$ cat src/rtl/mem_arb_pkg.sv
// mem_arb_pkg: shared owner encoding and default widths for the SRAM arbiter
package mem_arb_pkg;
    localparam int DEF_ADDR_W = 20;
    localparam int DEF_DATA_W = 8;
    typedef enum logic [1:0] {
        OWN_IDLE = 2'd0,
        OWN_CPU  = 2'd1,
        OWN_VID  = 2'd2,
        OWN_DMA  = 2'd3
    } owner_t;
endpackage

$ cat src/rtl/rr_arb2.sv
// rr_arb2: two-way round-robin grant (bit 0 video, bit 1 DMA), blocked by CPU strobes; MEM_ARB_VID_PRIO_EN gives video fixed priority
module rr_arb2 (
    input  logic       clk,
    input  logic       rst_n,
    input  logic [1:0] req,
    input  logic       block,
    input  logic       advance,
    output logic [1:0] gnt
);
    logic last_dma;

    // video wins when alone or when DMA was served last; nothing is granted while the CPU owns the bus
    always_comb begin
        gnt = 2'b00;
`ifdef MEM_ARB_VID_PRIO_EN
        gnt[0] = !block && req[0];
`else
        gnt[0] = !block && req[0] && (!req[1] || last_dma);
`endif
        gnt[1] = !block && req[1] && !gnt[0];
    end

    // remember who was served on each acknowledged cycle; reset favours video on the first tie
    always_ff @(posedge clk or negedge rst_n) begin
        if (!rst_n) last_dma <= 1'b1;
        else if (advance) last_dma <= gnt[1];
    end
endmodule

$ cat src/rtl/mem_arbiter.sv
// mem_arbiter: shares the async SRAM between CPU (absolute priority), video and DMA; optional MEM_ARB_VID_PRIO_EN
module mem_arbiter
    import mem_arb_pkg::*;
#(
    parameter int ADDR_W = DEF_ADDR_W,
    parameter int DATA_W = DEF_DATA_W
) (
    input  logic              iClk,
    input  logic              iRstN,
    input  logic [ADDR_W-1:0] iCpuAddr,
    input  logic [DATA_W-1:0] iCpuData,
    input  logic              iCpuMemRd,
    input  logic              iCpuMemWr,
    output logic [DATA_W-1:0] oCpuData,
    input  logic              iVidReq,
    input  logic [ADDR_W-1:0] iVidAddr,
    output logic              oVidAck,
    output logic [DATA_W-1:0] oVidData,
    output logic              oVidValid,
    input  logic              iDmaReq,
    input  logic              iDmaWe,
    input  logic [ADDR_W-1:0] iDmaAddr,
    input  logic [DATA_W-1:0] iDmaData,
    output logic              oDmaAck,
    output logic [DATA_W-1:0] oDmaData,
    output logic              oDmaValid,
    output logic [ADDR_W-1:0] oSramAddr,
    output logic [DATA_W-1:0] oSramData,
    output logic              oSramOe,
    output logic              oSramWeN,
    output logic              oSramOeN,
    input  logic [DATA_W-1:0] iSramData
);
    logic       cpu_strb;
    logic       wr_en;
    logic [1:0] gnt;
    owner_t     own;

    assign cpu_strb = iCpuMemRd || iCpuMemWr;
    assign oVidAck  = iRstN && gnt[0];
    assign oDmaAck  = iRstN && gnt[1];
    assign oCpuData = iSramData;

    rr_arb2 u_arb (
        .clk     (iClk),
        .rst_n   (iRstN),
        .req     ({iDmaReq, iVidReq}),
        .block   (cpu_strb),
        .advance (oVidAck || oDmaAck),
        .gnt     (gnt)
    );

    // bus owner for this cycle: CPU, then the granted requester, else idle
    always_comb begin
        own = cpu_strb ? OWN_CPU : gnt[0] ? OWN_VID : gnt[1] ? OWN_DMA : OWN_IDLE;
    end

    // SRAM pin mux; a CPU read beats a simultaneous CPU write, and writes are suppressed during reset
    always_comb begin
        oSramAddr = '0;
        oSramData = '0;
        oSramOeN  = 1'b1;
        wr_en     = 1'b0;
        case (own)
            OWN_CPU: begin
                oSramAddr = iCpuAddr;
                oSramOeN  = !iCpuMemRd;
                wr_en     = !iCpuMemRd;
                oSramData = iCpuMemRd ? '0 : iCpuData;
            end
            OWN_VID: begin
                oSramAddr = iVidAddr;
                oSramOeN  = 1'b0;
            end
            OWN_DMA: begin
                oSramAddr = iDmaAddr;
                oSramOeN  = iDmaWe;
                wr_en     = iDmaWe;
                oSramData = iDmaWe ? iDmaData : '0;
            end
            default: ;
        endcase
        oSramOe  = iRstN && wr_en;
        oSramWeN = !(iRstN && wr_en);
    end

    // latch requester read data on the ack edge and pulse valid for one cycle
    always_ff @(posedge iClk or negedge iRstN) begin
        if (!iRstN) begin
            oVidData  <= '0;
            oDmaData  <= '0;
            oVidValid <= 1'b0;
            oDmaValid <= 1'b0;
        end else begin
            oVidValid <= oVidAck;
            oDmaValid <= oDmaAck && !iDmaWe;
            if (oVidAck) oVidData <= iSramData;
            if (oDmaAck && !iDmaWe) oDmaData <= iSramData;
        end
    end
endmodule
$ cat config.mk
export PLATFORM = sky130hd
export DESIGN_NAME = mem_arbiter
export DESIGN_NICKNAME = d
export VERILOG_FILES = /design/src/rtl/mem_arb_pkg.sv /design/src/rtl/rr_arb2.sv /design/src/rtl/mem_arbiter.sv
export SDC_FILE = /design/constraint.sdc
export NUM_CORES = 1
export LEC_CHECK = 0
export ABC_AREA = 1
export CAP_MARGIN = 15
export CORE_UTILIZATION = 29
export DETAILED_ROUTE_END_ITERATION = 6
export GPL_TIMING_DRIVEN = 0
export PLACE_DENSITY_LB_ADDON = 0.15
export SYNTH_ARGS = -nofsm -noshare
export SYNTH_HDL_FRONTEND = slang
export SYNTH_HIERARCHICAL = 1
export SYNTH_SLANG_ARGS = --single-unit
$ cat constraint.sdc
create_clock -name iClk -period 2.2 [get_ports iClk]
set_input_delay 0.33 -clock iClk [delete_from_list [all_inputs] [get_ports iClk]]
set_output_delay 0.33 -clock iClk [all_outputs]
set_load 0.01 [all_outputs]
==> metrics.md <==
| Metric | Value |
|---|---|
| Leak | `0.00157 µW` |
| Post-Syn Instances | `219` |
| Clock skew | `about 0.0084 ns` |
| Setup CP Type | `primary input to primary output` |
| GP Congestion | `0.736` |
| Syn Std Cell Area | `1460 µm²` |
| CP Launch Type | `primary input` |
| Via Count | `2008` |
| Fin crit period | `2.15 ns` |
| Seq/Total Area, Yosys | `0.327` |
| Setup-failing EPs final | `0` |
| Port Buffers | `149` |
| Hold Fails Final Rpt | `0` |
| Initial antenna violation count | `0` |
| Row count | `25` |
| Max IR drop VDD | `0.000446 V` |
| Chip height | `72.9 µm` |
| Post-synthesis mux area share | `0` |
| Final HPWL DP | `4380 µm` |
| XOR/XNOR Fraction of Synth Area | `0` |
| #FFs+latches synth | `19` |
| Ranking of synthesized cells by area | `dfrtp_1 (31%), nand2_1 (19%), nand3_1 (15%), o21ai_2 (9.0%), inv_1 (7.0%)` |
| CTS sink count | `19` |
| Clock root buffer master | `clkbuf_8` |
| Total grt overflow | `0` |
| Maxcap violations | `0` |
| Avg Cell Area, Syn | `6.66 µm²` |
| Syn. warnings | `6` |
| Dpl cell area | `3030 µm²` |
| CTS Buffer Depth | `2` |
| Crit. End Element | `primary output` |
| DRC viols | `0` |
| Slew of the pin with the lowest slew margin | `approximately 0.58 ns` |
| Clock latency on the worst-skew pair | `0.25 ns` |
| First-iteration detailed-routing DRC count | `41` |
| Pwr/cell area | `426 nW/µm²` |
| Starting Density | `0.305` |
| Post-synthesis compound-gate area fraction | `0.127` |
| ANT cells | `0` |
| Num CTS Buffers | `3` |
| H-tree Lvls | `1` |
| Final worst-path cycle share | `0.978` |
| Core area | `4790 µm²` |
| Final Max Tran Viols | `0` |
| DR vias/cell | `approximately 4.4` |
| Syn nets | `310` |
| Number of top-level pins | `150` |
| Worst EP arrival | `1.82 ns` |
| Adder-Cell Fraction of Synth Area | `0` |
| Total GRT Usage | `0.208` |
| DRT Pass-1 Iters | `4` |
| Routed Antenna Nets | `0` |
| Final wirelength | `5920 µm` |
| Largest net degree at the start of global routing | `24` |
| Highest clock rate | `between 400 and 500 MHz` |
| Largest family of logic cells by synthesized area | `simple AND/OR/NAND/NOR gates` |
| Outcome | `finished clean` |
| Design area | `3150 µm²` |
| Total Power | `1340 µW` |
| Layout cells sized above 1 | `0.283` |
| Die X | `72.9 µm` |
| Die area | `5310 µm²` |
| Commonest non-fill, non-tap cell in the layout | `clkdlybuf4s50_1` |
| Distinct cells, synth | `18` |
| Most area-hungry cell type in the Yosys netlist | `dfrtp_1` |
| CP Data Required Time | `approximately 1.9 ns` |
| Area Growth Syn to Fin | `116%` |
| First-pass GRT wire length | `8600 µm` |
| Most frequent cells in the layout | `clkdlybuf4s50_1 (111), nand2_1 (70), nand3_1 (43)` |
| Nets | `a little under 500` |
| Post-synthesis simple-gate area fraction | `0.378` |
| Setup crit start | `iCpuMemWr` |
| Relative slew margins | `0.614` |
| Vias in the first global route | `1810` |
| Hold Crit Class | `primary input to asynchronous set/reset pin` |
| RSZ-0062 raised after global routing | `true` |
| Post-synth top area share | `0.309` |
| Hold WS | `between 0.15 and 0.2 ns` |
| WL per Instance | `13.0 µm` |
| Reg-to-reg startpoint | `u_arb/last_dma` |
| Clock transition at path regs | `0.07 ns` |
| Critical path peak fanout | `5` |
| Clock tree from TritonCTS | `built` |
==> where the power goes <==
part | switching (µW) | internal (µW) | total, µW | leakage [µW]
sequential | 39.4 | 424 | 463 | 0.000241
clock | 112 | 126 | 238 | 0.0000255
combinational | 252 | 390 | 642 | 0.00131
==> metrics by stage <==
stage	util	worst slack, ns	instances	setup TNS, ns
floorplan	-	0.384	219	0
global placement	0.634	-0.924	435	-30.99
detailed placement	0.634	-0.938	435	-32.73
CTS	0.650	0.00246	449	0
global route	0.659	-0.0361	456	-0.298
finish	0.659	0.0489	456	0
==> Yosys cell counts, drive strengths merged <==
cell	number
a21oi	1
or2	1
nand2	74
nand3	44
dfrtp	18
inv	30
and2	1
dfstp	1
nor2	6
o21ai	24
buf	19
==> sequential cells by signal, indices dropped and copies added, names as in the netlist <==
name	count
oVidValid	1
oVidData	8
oDmaData	8
u_arb/last_dma	1
oDmaValid	1
==> path summary, 6_finish.rpt <==
kind / to / slack [ns] / depth (start not counted)
worst max register to register: oDmaData[6] / 0.60 / 11
max in group asynchronous: oDmaData[0] / 1.65 / 1
worst min-delay path: oDmaData[6] / 0.16 / 1
min in group iClk: oVidData[6] / 0.49 / 2
worst min register to register: oVidData[6] / 0.49 / 2
worst max-delay path: oSramAddr[15] / 0.05 / 13
==> what timing repair did <==
action,CTS,global route
setup endpoints to repair,34,15
gates resized for setup,171,2
pin swaps,4,5
hold buffers,0,0
setup buffers,6,6
gates cloned,4,1
==> per-layer routing <==
layer	track usage	share of wire	up-vias
li1	-	-	1026
met3	0.0387	0.083	6
met1	0.241	0.41	889
met4	0.0566	0.012	0
met2	0.388	0.49	87
met5	0	0	-
==> layout make-up <==
| cell class | count | area [µm²] |
|---|---|---|
| Buffer | 19 | 161 |
| Sequential cell | 19 | 477 |
| Multi-Input combinational cell | 151 | 788 |
| Tap cell | 67 | 83.8 |
| Timing Repair Buffer | 166 | 1480 |
| Fill cell | 449 | 1630 |
| Clock buffer | 3 | 41.3 |
| Inverter | 30 | 115 |
| Clock inverter | 1 | 5.00 |
==> worst max-delay path, stage by stage <==
cell	delay [ns]
clkdlybuf4s15_2	0.20
inv_2	0.08
nand2_4	0.07
buf_6	0.13
nor2_4	0.10
and2_4	0.16
inv_4	0.04
nor2_4	0.18
buf_4	0.16
buf_6	0.10
nand3_1	0.06
nand3_1	0.08
buf_2	0.14
==> logic make-up after synthesis <==
| family | after synthesis |
|---|---|
| flip-flops | 19 |
| buffers and inverters | 49 |
| AND/OR/NAND/NOR | 126 |
| AO/OA/AOI/OAI | 25 |
Note: power is estimated with default switching activity, not from simulation.
